`src/rtl/frame_deframer_pkg.sv`:
```
// -----------------------------------------------------------------------------
// frame_deframer_pkg
//   Items shared by the frame deframer and the header adder that builds its
//   input, so both ends agree on frame geometry and state encoding.
//   - state_e             : deframer FSM encoding (DATA=0, META=1, SEQ=2)
//   - DEFAULT_FRAME_BEATS : payload beats per frame
//   - DEFAULT_META_BEATS  : metadata beats per frame
//   - all_ones_keep()     : all-ones tkeep pattern for a given data width
// -----------------------------------------------------------------------------
package frame_deframer_pkg;

  typedef enum logic [1:0] {
    ST_DATA = 2'd0,
    ST_META = 2'd1,
    ST_SEQ  = 2'd2
  } state_e;

  localparam int DEFAULT_FRAME_BEATS = 129;
  localparam int DEFAULT_META_BEATS  = 2;

  // Widest tkeep the helper can describe (data widths up to 1024 bits).
  localparam int MAX_KEEP_W = 128;

  // Low dw/8 bits set, the rest clear; callers slice to their own width.
  function automatic logic [MAX_KEEP_W-1:0] all_ones_keep(input int dw);
    logic [MAX_KEEP_W-1:0] keep;
    keep = '0;
    for (int i = 0; i < MAX_KEEP_W; i++) begin
      if (i < dw / 8) begin
        keep[i] = 1'b1;
      end
    end
    return keep;
  endfunction

endpackage

```
`src/rtl/frame_deframer_seq_checker.sv`:
```
// -----------------------------------------------------------------------------
// seq_checker
//   Tracks the per-frame sequence number and flags discontinuities.
//   Ports:
//     clk, resetn : clock, asynchronous active-low reset
//     strobe      : counter beat accepted this cycle
//     value       : sequence number carried by that beat
//     seq_num     : most recently received sequence number
//     seq_err     : one-cycle pulse when value != previous + 1 (mod 2^SEQ_W)
//     err_count   : saturating count of discontinuities
// -----------------------------------------------------------------------------
module seq_checker
  import frame_deframer_pkg::*;
#(
  parameter int SEQ_W = 32
) (
  input  logic             clk,
  input  logic             resetn,
  input  logic             strobe,
  input  logic [SEQ_W-1:0] value,
  output logic [SEQ_W-1:0] seq_num,
  output logic             seq_err,
  output logic [15:0]      err_count
);

  logic             seq_seen_reg;
  logic [SEQ_W-1:0] seq_num_reg;
  logic             seq_err_reg;
  logic [15:0]      err_count_reg;
  logic             mismatch;

  // The first frame after reset only establishes the reference value.
  // The sum is SEQ_W wide so the all-ones -> zero wrap counts as continuous.
  assign mismatch = seq_seen_reg && (value != (seq_num_reg + SEQ_W'(1)));

  always_ff @(posedge clk or negedge resetn) begin
    if (!resetn) begin
      seq_seen_reg  <= 1'b0;
      seq_num_reg   <= '0;
      seq_err_reg   <= 1'b0;
      err_count_reg <= '0;
    end else begin
      seq_err_reg <= strobe & mismatch;
      if (strobe) begin
        // Always take the received value so one glitch costs one error.
        seq_num_reg  <= value;
        seq_seen_reg <= 1'b1;
        if (mismatch && (err_count_reg != 16'hFFFF)) begin
          err_count_reg <= err_count_reg + 16'd1;
        end
      end
    end
  end

  assign seq_num   = seq_num_reg;
  assign seq_err   = seq_err_reg;
  assign err_count = err_count_reg;

endmodule

```
`src/rtl/frame_deframer.sv`:
```
// -----------------------------------------------------------------------------
// frame_deframer
//   Consumes frames of FRAME_BEATS payload beats, META_BEATS metadata beats and
//   one sequence-counter beat. Payload is forwarded through a single register
//   stage as AXI-Stream with tlast on the final payload beat; metadata and the
//   counter are stripped and exposed as status.
//   Ports:
//     clk, resetn     : clock, asynchronous active-low reset
//     s_axis_*        : input stream (tdata/tvalid/tready)
//     m_axis_*        : payload stream (tdata/tvalid/tready/tlast/tkeep)
//     meta_tdata      : last metadata beat of the most recent frame
//     meta_valid      : sticky, set by the first complete frame
//     seq_num         : sequence number of the most recent frame
//     frame_done      : pulse after the counter beat is accepted
//     seq_err         : pulse with frame_done on sequence discontinuity
//     err_count       : saturating discontinuity count
//     frame_count     : wrapping completed-frame count
//     fsm_state       : current FSM state
// -----------------------------------------------------------------------------
module frame_deframer
  import frame_deframer_pkg::*;
#(
  parameter int DW          = 128,
  parameter int FRAME_BEATS = DEFAULT_FRAME_BEATS,
  parameter int META_BEATS  = DEFAULT_META_BEATS,
  parameter int SEQ_W       = 32
) (
  input  logic              clk,
  input  logic              resetn,
  input  logic [DW-1:0]     s_axis_tdata,
  input  logic              s_axis_tvalid,
  output logic              s_axis_tready,
  output logic [DW-1:0]     m_axis_tdata,
  output logic              m_axis_tvalid,
  input  logic              m_axis_tready,
  output logic              m_axis_tlast,
  output logic [DW/8-1:0]   m_axis_tkeep,
  output logic [DW-1:0]     meta_tdata,
  output logic              meta_valid,
  output logic [SEQ_W-1:0]  seq_num,
  output logic              frame_done,
  output logic              seq_err,
  output logic [15:0]       err_count,
  output logic [31:0]       frame_count,
  output logic [1:0]        fsm_state
);

  localparam int KEEP_W = DW / 8;
  localparam int BEAT_W = (FRAME_BEATS > 1) ? $clog2(FRAME_BEATS) : 1;
  localparam int MD_W   = (META_BEATS > 1) ? $clog2(META_BEATS) : 1;
  localparam logic [BEAT_W-1:0] LAST_BEAT = BEAT_W'(FRAME_BEATS - 1);
  localparam logic [MD_W-1:0]   LAST_MD   = MD_W'(META_BEATS - 1);
  localparam logic [MAX_KEEP_W-1:0] KEEP_ALL = all_ones_keep(DW);

  state_e            state_reg, state_next;
  logic [BEAT_W-1:0] beat_cnt_reg, beat_cnt_next;
  logic [MD_W-1:0]   md_cnt_reg, md_cnt_next;

  logic [DW-1:0]     m_tdata_reg;
  logic              m_tvalid_reg;
  logic              m_tlast_reg;
  logic [DW-1:0]     meta_tdata_reg;
  logic              meta_valid_reg;
  logic              frame_done_reg;
  logic [31:0]       frame_count_reg;

  logic              s_ready;
  logic              accept;
  logic              load_out;
  logic              load_last;
  logic              meta_load;
  logic              seq_strobe;

  // ---------------------------------------------------------------------------
  // Next-state / control
  // ---------------------------------------------------------------------------
  always_comb begin
    state_next    = state_reg;
    beat_cnt_next = beat_cnt_reg;
    md_cnt_next   = md_cnt_reg;
    s_ready       = 1'b0;
    accept        = 1'b0;
    load_out      = 1'b0;
    load_last     = 1'b0;
    meta_load     = 1'b0;
    seq_strobe    = 1'b0;

    case (state_reg)
      ST_DATA: begin
        // Payload may only enter when the output stage is empty or draining.
        s_ready = resetn & (~m_tvalid_reg | m_axis_tready);
        accept  = s_axis_tvalid & s_ready;
        if (accept) begin
          load_out = 1'b1;
          if (beat_cnt_reg == LAST_BEAT) begin
            load_last     = 1'b1;
            beat_cnt_next = '0;
            state_next    = ST_META;
          end else begin
            beat_cnt_next = beat_cnt_reg + BEAT_W'(1);
          end
        end
      end
      ST_META: begin
        // Metadata and counter beats never touch the output stage.
        s_ready = resetn;
        accept  = s_axis_tvalid & s_ready;
        if (accept) begin
          meta_load = 1'b1;
          if (md_cnt_reg == LAST_MD) begin
            md_cnt_next = '0;
            state_next  = ST_SEQ;
          end else begin
            md_cnt_next = md_cnt_reg + MD_W'(1);
          end
        end
      end
      ST_SEQ: begin
        s_ready = resetn;
        accept  = s_axis_tvalid & s_ready;
        if (accept) begin
          seq_strobe = 1'b1;
          state_next = ST_DATA;
        end
      end
      default: begin
        state_next = ST_DATA;
      end
    endcase
  end

  // ---------------------------------------------------------------------------
  // State and counters
  // ---------------------------------------------------------------------------
  always_ff @(posedge clk or negedge resetn) begin
    if (!resetn) begin
      state_reg    <= ST_DATA;
      beat_cnt_reg <= '0;
      md_cnt_reg   <= '0;
    end else begin
      state_reg    <= state_next;
      beat_cnt_reg <= beat_cnt_next;
      md_cnt_reg   <= md_cnt_next;
    end
  end

  // ---------------------------------------------------------------------------
  // Output register stage: load and drain may coincide for full throughput.
  // ---------------------------------------------------------------------------
  always_ff @(posedge clk or negedge resetn) begin
    if (!resetn) begin
      m_tdata_reg  <= '0;
      m_tvalid_reg <= 1'b0;
      m_tlast_reg  <= 1'b0;
    end else if (load_out) begin
      m_tdata_reg  <= s_axis_tdata;
      m_tlast_reg  <= load_last;
      m_tvalid_reg <= 1'b1;
    end else if (m_axis_tready) begin
      m_tvalid_reg <= 1'b0;
    end
  end

  // ---------------------------------------------------------------------------
  // Metadata and frame statistics
  // ---------------------------------------------------------------------------
  always_ff @(posedge clk or negedge resetn) begin
    if (!resetn) begin
      meta_tdata_reg  <= '0;
      meta_valid_reg  <= 1'b0;
      frame_done_reg  <= 1'b0;
      frame_count_reg <= '0;
    end else begin
      frame_done_reg <= seq_strobe;
      if (meta_load) begin
        meta_tdata_reg <= s_axis_tdata;
      end
      if (seq_strobe) begin
        meta_valid_reg  <= 1'b1;
        frame_count_reg <= frame_count_reg + 32'd1;
      end
    end
  end

  seq_checker #(
    .SEQ_W (SEQ_W)
  ) u_seq (
    .clk       (clk),
    .resetn    (resetn),
    .strobe    (seq_strobe),
    .value     (s_axis_tdata[SEQ_W-1:0]),
    .seq_num   (seq_num),
    .seq_err   (seq_err),
    .err_count (err_count)
  );

  for (genvar gi = 0; gi < KEEP_W; gi++) begin : g_keep
    assign m_axis_tkeep[gi] = KEEP_ALL[gi];
  end

  assign s_axis_tready = s_ready;
  assign m_axis_tdata  = m_tdata_reg;
  assign m_axis_tvalid = m_tvalid_reg;
  assign m_axis_tlast  = m_tlast_reg;
  assign meta_tdata    = meta_tdata_reg;
  assign meta_valid    = meta_valid_reg;
  assign frame_done    = frame_done_reg;
  assign frame_count   = frame_count_reg;
  assign fsm_state     = state_reg;

endmodule

```
`config.mk`:
```
export PLATFORM = sky130hd
export DESIGN_NAME = frame_deframer
export DESIGN_NICKNAME = d
export VERILOG_FILES = /design/src/rtl/frame_deframer_pkg.sv /design/src/rtl/frame_deframer_seq_checker.sv /design/src/rtl/frame_deframer.sv
export SDC_FILE = /design/constraint.sdc
export NUM_CORES = 1
export LEC_CHECK = 0
export ABC_AREA = 1
export CAP_MARGIN = 0
export CELL_PAD_IN_SITES_DETAIL_PLACEMENT = 0
export CELL_PAD_IN_SITES_GLOBAL_PLACEMENT = 1
export CORE_MARGIN = 4
export CORE_UTILIZATION = 37
export CTS_BUF_LIST = sky130_fd_sc_hd__clkbuf_4 sky130_fd_sc_hd__clkbuf_8 sky130_fd_sc_hd__clkbuf_16
export CTS_CLUSTER_DIAMETER = 120
export DETAILED_ROUTE_END_ITERATION = 8
export PLACE_DENSITY_LB_ADDON = 0.1
export SYNTH_ARGS = -nofsm -noshare
export SYNTH_HDL_FRONTEND = slang
export SYNTH_SLANG_ARGS = --single-unit
```
`constraint.sdc`:
```
create_clock -name clk -period 3.14 [get_ports clk]
set_input_delay 0.628 -clock clk [delete_from_list [all_inputs] [get_ports clk]]
set_output_delay 0.628 -clock clk [all_outputs]
set_load 0.02 [all_outputs]
```
==> results of run 1 <==
cell usage in the layout (no fill, tap or decap), types with 4 or more instances in the layout:
master and instances:
nand3_1 50, nand2_1 487, a21oi_1 8, nand4_1 28
o21ai_0 295, clkinv_2 4, nor2_1 64, clkdlybuf4s50_1 474
xnor2_1 27, nor3_1 17, nor2_4 5, xor2_1 51
nand3b_1 5, clkbuf_4 12, ha_1 8, inv_1 197
dfrtp_1 352, nor2_2 9, buf_12 6, buf_4 10
clkbuf_8 9, conb_1 16, clkbuf_16 41, bufinv_16 5
nor4_1 7
cell usage after synthesis:
cell,number,share of area [%]
and2_1,1,0.041
nor3b_1,1,0.049
nor4_1,7,0.29
buf_4,16,0.79
nand3_4,2,0.23
or2_2,2,0.082
nor3_2,2,0.13
xor2_1,51,2.9
conb_1,1,0.025
buf_1,9,0.22
nand3_1,51,1.7
nand3b_1,5,0.25
nand4_1,28,1.2
buf_2,1,0.033
inv_2,2,0.049
nand2_4,1,0.074
inv_1,197,4.9
nor2_1,64,1.6
buf_8,1,0.099
a21oi_1,8,0.26
nor2_2,9,0.37
dfrtp_1,352,58
o21ai_0,295,9.7
nor2_4,5,0.37
ha_1,9,0.74
o21bai_1,3,0.15
nor3_1,17,0.56
clkbuf_1,57,1.4
nand2_2,3,0.12
a221oi_1,1,0.058
nand2_1,488,12
nand3_2,1,0.066
o22ai_1,1,0.041
or4_1,1,0.049
xnor2_1,27,1.6
or3_1,1,0.041
layout make-up:
class / instances / area share (%)
clock buffers: 62 / 5.646
repair buffers: 491 / 22.56
multi-input cells: 1100 / 24.36
flip-flops and latches: 352 / 40.11
inverters: 199 / 3.402
diodes: 3 / 0.03419
clock inverters: 11 / 0.8547
well taps: 532 / 3.031
final timing paths:
path / depth (start not counted) / end / slack (ps)
worst max register to register: 7 / u_seq.err_count[8]$_DFFE_PN0P_ / 520
max in group asynchronous: 3 / u_seq.seq_num[23]$_DFFE_PN0P_ / 1420
min in group clk: 1 / frame_count[31]$_DFFE_PN0P_ / 480
worst min register to register: 1 / frame_count[31]$_DFFE_PN0P_ / 480
worst min-delay path: 2 / m_axis_tdata[113]$_DFFE_PN0P_ / 180
worst max-delay path: 5 / s_axis_tready / 210
worst max-delay path, cell delays in order (launching register included):
cell and delay [ps]:
dfrtp_1 430, inv_1 130, ha_2 280, a21oi_1 90, nor3b_1 180, clkdlybuf4s50_1 650
layer usage:
layer  global-route usage, %  vias up  wire [um]
li1                        -     6357          -
met1                   28.36     6102      20840
met2                   34.83      421      23020
met3                   7.901       63       4565
met4                   6.819        2       1335
met5                       0        -          6
power by group through the flow:
stage	logic, mW	clock network (mW)	registers [mW]
2_1_floorplan	2.42	0	9.97
3_3_place_gp	9.96	0	7.81
3_5_place_dp	9.99	0	7.89
4_1_cts	10.0	5.18	7.87
5_1_grt	10.7	5.37	8.12
6_report	9.87	5.02	7.85
per-stage QoR:
step                area [um2]  setup WS [ps]  utilization (%)  total power, mW
floorplan                15270          880.8                -            12.39
global placement         20520          100.4            50.37            17.77
detailed placement       20520          40.78            50.37            17.88
CTS                      21950          58.12            53.88            23.07
global route             21960          41.57            53.90            24.19
finish                   21960          209.8            53.90            22.73
cell families after synthesis:
group | after synthesis
buffers and inverters | 283
AOI/OAI and AO/OA | 308
adders and majority gates | 9
other | 1
and+or+nand+nor | 689
DFF | 352
xor gates and xnor gates | 78
repair_timing:
item	in CTS	in global routing
endpoints found under the setup margin	0	1
hold buffers	0	0
resized for setup	0	1
==> results.yml, run 1 <==
run_status:
  status: "complete, no violations"
cells_and_area:
  fillers: 3812
  regArea_mm2: 0.008808
  final_cells: 2750
  area_delta_synth_final_pct: 44.35
  multi_input_area_mm2: 0.005349
  drive_above_1_share_pct: 5.418
  fin_nets: 2326
cts:
  root_buffer: "clkbuf_16"
  cts_sinks: 352
  clkLatencyLatePin_ps: 540
  clock_path_buffers: 3
  cts_tree: "done"
  htreeDepth: 2
  numCtsBuffers: 41
  cts_setup_buffers: 0
  clkTransAtPathRegs_ps: 60
timing:
  slew_headroom_pct: 12.63
  fmax_ghz: 0.3413
  tightestPinTransition_ps: 1306
  post-route-min-period_ps: 2930
  skew_ps: 11.34
  rsz0062_at_grt: "no"
  tns_ps: 0
  hold_viol: 0
  hold_ws_ps: 177.2
  setup_viol: 0
  post-route-period-util_pct: 93.32
  slew_violations: 0
global_route:
  grtUsageTotal_pct: 21.94
  grt_max_degree: 149
  overflow: 0
  grt_pass1_wl_um: 76640
  antenna_found_initial: 4
  grt_pass1_vias: 13008
routing:
  wl_um: 49760
  ant_nets: 0
  first_pass_iters: 5
  dr.first_iter.drc_count: 926
  wl_per_cell_um: 18.10
  drcViolationCount: 0
  vias: 12945
  via_per_inst: 4.707
synthesis:
  yosys.area_share.simple_pct: 19.17
  ys_seq_elements: 352
  synthCells: 1720
  synthAdderAreaFrac_pct: 0.7402
  yosysUniqueCellTypes: 36
  syn_area_per_cell_um2: 8.845
  synth_compound_area_share_pct: 10.21
  synth-xor-area-share_pct: 4.491
  yosysSeqAreaShare_pct: 57.90
  synth_top_family_by_area: "simple AND/OR/NAND/NOR gates"
  ys.warnings.count: 0
  syn_area_mm2: 0.01521
  muxShareOfSynthArea_pct: 0
power_and_ir_drop:
  power_frac_comb_pct: 43.4
  p_sw_share_pct: 38.40
  p_clk_share_pct: 22.1
  vdd_drop_max_mv: 0.6022
  power_switching_mw: 8.730
  seqPwrFrac_pct: 34.5
  power-per-cell-area_mw_per_mm2: 1035
  power_leakage_nw: 10.37
  internal_power_mw: 14.00
worst_setup_path:
  worst-setup-path-type: "reg2out"
  critPathLaunch: "fsm_state[0]$_DFFE_PN0P_"
  worstPathMaxFanout: 5
  end_kind: "output port"
  critPathRequiredTime_ps: 2510
  start_kind: "flip-flop"
  worst_r2r_startpoint: "fsm_state[0]$_DFFE_PN0P_"
  cp.arrival_ps: 2300
place:
  hpwl_um: 37260
  gp_congestion: 0.8693
  dp_cells: 2674
  io_buffers: 475
die:
  fp.dieH_um: 210.8
  die-area_mm2: 0.04443
  fp-row-count: 74
  initial_utilization_pct: 37.34
  io_pins: 492
  chipWidth_um: 210.8
  core_area_mm2: 0.04074
job:
  cap_violations: 0
worst_hold_path:
  hold_class: "in2async"
(Power assumes the default switching activity.)
==> inputs of run 2 (changes only) <==
- CAP_MARGIN: 0 -> unset
- clock period: 3.14 -> 3.4 ns (I/O delays scaled with it)
==> run 2 against run 1 <==
Against the previous run: global-route usage rose by 0.45 points; critical path depth stayed put; clock-buffer cell count shrank 7; highest routed layer unchanged; first-iteration DRC count down 16%; non-clock buffer count is 1 lower.
==> results.yml, run 2 (synthesized netlist as in run 1, its figures left out) <==
run_status:
  status: "complete, no violations"
global_route:
  grtUsageTotal_pct: 22.40
  overflow: 0
  grt_pass1_wl_um: 78000
  grt.busiest_layer: "met2"
  grt_max_degree: 157
  antenna_found_initial: 3
  gr-usage-met2_pct: 36.14
  met1_usage_pct: 28.59
  grt_pass1_vias: 13056
  use_met3_pct: 7.990
place:
  pre_cts_ws_ps: 162.8
  gp_congestion: 0.8755
  place_area_mm2: 0.02049
  dp_cells: 2673
  hpwl_um: 37890
  io_buffers: 475
routing:
  dr.first_iter.drc_count: 779
  ant_nets: 0
  vias: 12877
  wl_per_cell_um: 18.40
  wl_um: 50430
  via_per_inst: 4.698
  first_pass_iters: 8
  drcViolationCount: 0
worst_setup_path:
  cp_num_buf_inv: 2
  worstPathMaxFanout: 5
  end_kind: "output port"
  critPathLaunch: "fsm_state[0]$_DFFE_PN0P_"
  cp_num_cells: 5
  cp.arrival_ps: 2360
  slowest_delay_ps: 660
  critPathRequiredTime_ps: 2720
  crit_family: "buffers and inverters"
  start_kind: "flip-flop"
  reg2reg_slack_ps: 740
  worst-setup-path-type: "reg2out"
  worst_r2r_startpoint: "u_seq.seq_num[0]$_DFFE_PN0P_"
  critical_path.cell_chain: "inv_1 -> ha_1 -> a21oi_1 -> nor3b_1 -> clkdlybuf4s50_1"
  worst_path_max_delay_cell: "clkdlybuf4s50_1"
  critPathCapture: "s_axis_tready"
  r2r_cells: 15
  r2r-end: "u_seq.err_count[8]$_DFFE_PN0P_"
cts:
  cts-resized-gates: 0
  clkTransAtPathRegs_ps: 50
  numCtsBuffers: 41
  htreeDepth: 2
  cts_tree: "done"
  cts_sinks: 352
  clock_path_buffers: 3
  cts_setup_buffers: 0
  clkLatencyLatePin_ps: 540
  root_buffer: "clkbuf_16"
  cts_hold_buf: 0
timing:
  rsz0062_at_grt: "no"
  setup_viol: 0
  skew_ps: 17.24
  tns_ps: 0
  fmax_ghz: 0.3289
  post-route-period-util_pct: 89.44
  hold_viol: 0
  slew_violations: 0
  fin_ws_ps: 359.2
  tightestPinTransition_ps: 1335
  post-route-min-period_ps: 3041
  slew_headroom_pct: 10.64
die:
  chipWidth_um: 210.8
  die-area_mm2: 0.04443
  fp.dieH_um: 210.8
  fp-row-count: 74
  initial_utilization_pct: 37.34
  core_area_mm2: 0.04074
  io_pins: 492
cells_and_area:
  final_area_mm2: 0.02183
  mostFrequentLayoutCells: "487 x nand2_1, 474 x clkdlybuf4s50_1, 352 x dfrtp_1"
  final_cells: 2741
  drive_above_1_share_pct: 5.029
  fin_nets: 2325
  multi_input_area_mm2: 0.005346
  area_delta_synth_final_pct: 43.51
  layout_commonest_cell: "nand2_1"
  fillers: 3796
  regArea_mm2: 0.008808
power_and_ir_drop:
  p_clk_share_pct: 21.1
  power-per-cell-area_mw_per_mm2: 951.1
  vdd_drop_max_mv: 0.5104
  power_frac_comb_pct: 44.0
  power_leakage_nw: 10.30
  p_sw_share_pct: 38.85
  power_switching_mw: 8.067
  internal_power_mw: 12.70
  power.total_mw: 20.77
  seqPwrFrac_pct: 34.9
worst_hold_path:
  hold_class: "in2async"
job:
  cap_violations: 0
run 2: changes by cell type in the layout (fill, tap and decap cells not counted), sizes merged:
cell	delta
clkinv	+3
buf	-1
diode	-1
inv	-2
clkbuf	-7
bufinv	-2
clkinvlp	+1
run 2: worst min path at each step:
stage	startpoint	endpoint	slack (ps)	depth (start not counted)
after floorplan	resetn	beat_cnt_reg[0]$_DFFE_PN0P_	380	0
after global placement	meta_tdata[84]$_DFFE_PN0P_	meta_tdata[84]$_DFFE_PN0P_	460	2
after detailed placement	m_axis_tlast$_DFFE_PN0P_	m_axis_tlast$_DFFE_PN0P_	470	2
after CTS	resetn	m_axis_tdata[119]$_DFFE_PN0P_	320	2
after global routing	resetn	meta_tdata[115]$_DFFE_PN0P_	340	2
final	resetn	meta_tdata[115]$_DFFE_PN0P_	290	2
run 2: per-layer routing:
metal | vias to the layer above | share of wire (%)
met3 | 68 | 9.1
li1 | 6347 | -
met4 | 2 | 2.7
met5 | - | 0.024
met1 | 6061 | 42
met2 | 399 | 47
run 2: cell type report:
cell class / count / area share [%]
diodes: 2 / 0.02292
clock buffers: 55 / 5.467
clock inverters: 11 / 0.6591
inverters: 199 / 3.421
multi-input cells: 1100 / 24.49
flip-flops and latches: 352 / 40.35
well taps: 532 / 3.049
repair buffers: 490 / 22.55
run 2: worst register-to-register path: cells and delay by family (launching register included):
family | cells | cell delay, ps
fa+ha+maj | 1 | 230
flops | 1 | 440
simple gates | 14 | 1930
run 2: power by group through the flow:
stage                     clock network [mW]  registers [mW]  logic, mW
after CTS                               4.54            7.27       9.26
after floorplan                            0            9.21       2.23
after detailed placement                   0            7.29       9.22
final                                   4.38            7.25       9.13
after global routing                    4.71            7.51       9.88
after global placement                     0            7.23       9.18
run 2: stage by stage:
step / hold slack, ps / util (%)
after floorplan: 384.4 / -
after global placement: 463.7 / 50.29
after CTS: 318.8 / 53.58
after global routing: 337.7 / 53.59
final: 289.7 / 53.59
after detailed placement: 469.4 / 50.29
==> inputs of run 3 (changes only) <==
- SETUP_SLACK_MARGIN: unset -> 0.3
==> run 3 against run 2 <==
Against the previous run: first-iteration DRC count did not move; largest power group unchanged; core utilization about the same; global-route usage did not move; clock power barely moved; largest cell class unchanged; highest routed layer unchanged; worst setup slack improved by 310 ps; cell count stayed put; non-clock buffer count unchanged; fmax rose by 11%; routed wire length is essentially flat.
==> results.yml, run 3 (synthesized netlist as in run 1, its figures left out) <==
cts:
  htreeDepth: 2
  cts_setup_buffers: 0
  cts_sinks: 352
  cts_hold_buf: 0
  clkTransAtPathRegs_ps: 50
  cts-resized-gates: 0
  numCtsBuffers: 41
  cts_tree: "done"
  root_buffer: "clkbuf_16"
  clkLatencyLatePin_ps: 540
  clock_path_buffers: 3
worst_setup_path:
  cp_num_buf_inv: 2
  critPathRequiredTime_ps: 3830
  worstPathMaxFanout: 18
  crit_family: "simple AND/OR/NAND/NOR gates"
  r2r-end: "u_seq.err_count[8]$_DFFE_PN0P_"
  critPathLaunch: "s_axis_tvalid"
  cp.arrival_ps: 3160
  worst_path_max_delay_cell: "nor2_1"
  reg2reg_slack_ps: 740
  end_kind: "flip-flop"
  critical_path.cell_chain: "clkdlybuf4s50_1 -> nand2_1 -> inv_2 -> nand2_2 -> nor2_1 -> nand3_4 -> nand2_1 -> nand2_1"
  worst-setup-path-type: "in2reg"
  r2r_cells: 15
  worst_r2r_startpoint: "u_seq.seq_num[0]$_DFFE_PN0P_"
  slowest_delay_ps: 1030
  path_common_cell: "nand2_1"
  start_kind: "primary input"
routing:
  wl_um: 50420
  vias: 12867
  first_pass_iters: 8
  wl_per_cell_um: 18.40
  ant_nets: 0
  drcViolationCount: 0
  via_per_inst: 4.694
  dr.first_iter.drc_count: 779
cells_and_area:
  final_util_pct: 53.60
  fillers: 3795
  final_cells: 2741
  regArea_mm2: 0.008808
  multi_input_area_mm2: 0.005346
  drive_above_1_share_pct: 5.029
  area_delta_synth_final_pct: 43.52
  mostFrequentLayoutCells: "487 x nand2_1, 473 x clkdlybuf4s50_1, 352 x dfrtp_1"
  fin_nets: 2325
  layout_commonest_cell: "nand2_1"
timing:
  rsz0062_at_grt: "no"
  post-route-period-util_pct: 80.33
  skew_ps: 17.30
  fin_ws_ps: 668.6
  tightestPinTransition_ps: 1335
  post-route-min-period_ps: 2731
  hold_viol: 0
  tns_ps: 0
  fmax_ghz: 0.3661
  slew_headroom_pct: 10.64
  setup_viol: 0
  slew_violations: 0
place:
  gp_congestion: 0.8755
  io_buffers: 475
  hpwl_um: 37890
  dp_cells: 2673
  pre_cts_ws_ps: 162.8
die:
  core_area_mm2: 0.04074
  io_pins: 492
  chipWidth_um: 210.8
  fp-row-count: 74
  fp.dieH_um: 210.8
  initial_utilization_pct: 37.34
  die-area_mm2: 0.04443
worst_hold_path:
  hold_class: "in2async"
job:
  cap_violations: 0
run_status:
  status: "complete, no violations"
global_route:
  grtUsageTotal_pct: 22.40
  grt_max_degree: 157
  grt_pass1_wl_um: 78000
  grt_pass1_vias: 13056
  overflow: 0
  antenna_found_initial: 3
power_and_ir_drop:
  power_leakage_nw: 10.32
  power-per-cell-area_mw_per_mm2: 951.0
  vdd_drop_max_mv: 0.5104
## run 3: cell count changes in the layout (fill, tap and decap cells not counted), sizes merged
cell | previous run | this run
dlymetal6s2s | 0 | 1
clkdlybuf4s50 | 474 | 473
## run 3: how the worst max path moves through the flow
stage,endpoint,slack (ps),depth (start not counted)
after floorplan,u_seq.err_count[11]$_DFFE_PN0P_,1140,17
final,u_seq.err_count[8]$_DFFE_PN0P_,670,8
after global placement,u_seq.err_count[3]$_DFFE_PN0P_,230,8
after global routing,u_seq.err_count[6]$_DFFE_PN0P_,410,17
after detailed placement,u_seq.err_count[8]$_DFFE_PN0P_,160,8
after CTS,s_axis_tready,340,5
## run 3: final cells by class
class,instances,share of cell area (%)
Sequential cell,352,40.34
Antenna cell,2,0.02292
Inverter,199,3.421
Clock inverter,11,0.6590
Multi-Input combinational cell,1100,24.49
Tap cell,532,3.049
Timing Repair Buffer,490,22.55
Clock buffer,55,5.467
## run 3: power by group
part | switching (mW) | total, mW | leakage, nW | internal [mW]
combinational | 5.07 | 9.13 | 5.24 | 4.06
clock | 1.71 | 4.38 | 0.666 | 2.67
sequential | 1.28 | 7.25 | 4.41 | 5.97
## run 3: metal layers
metal	track usage, %	routed length (um)	vias up
li1	-	-	6346
met1	28.59	20940	6052
met2	36.14	23550	399
met3	7.990	4580	68
met4	6.707	1343	2
met5	0	12	-
## run 3: per-stage QoR
step | hold slack (ps) | instance area (um2) | power, mW
2_1_floorplan | 384.4 | 15270 | 11.44
3_3_place_gp | 463.7 | 20490 | 16.41
3_5_place_dp | 469.4 | 20490 | 16.50
4_1_cts | 318.8 | 21830 | 21.06
5_1_grt | 337.7 | 21830 | 22.10
6_report | 292.3 | 21830 | 20.76
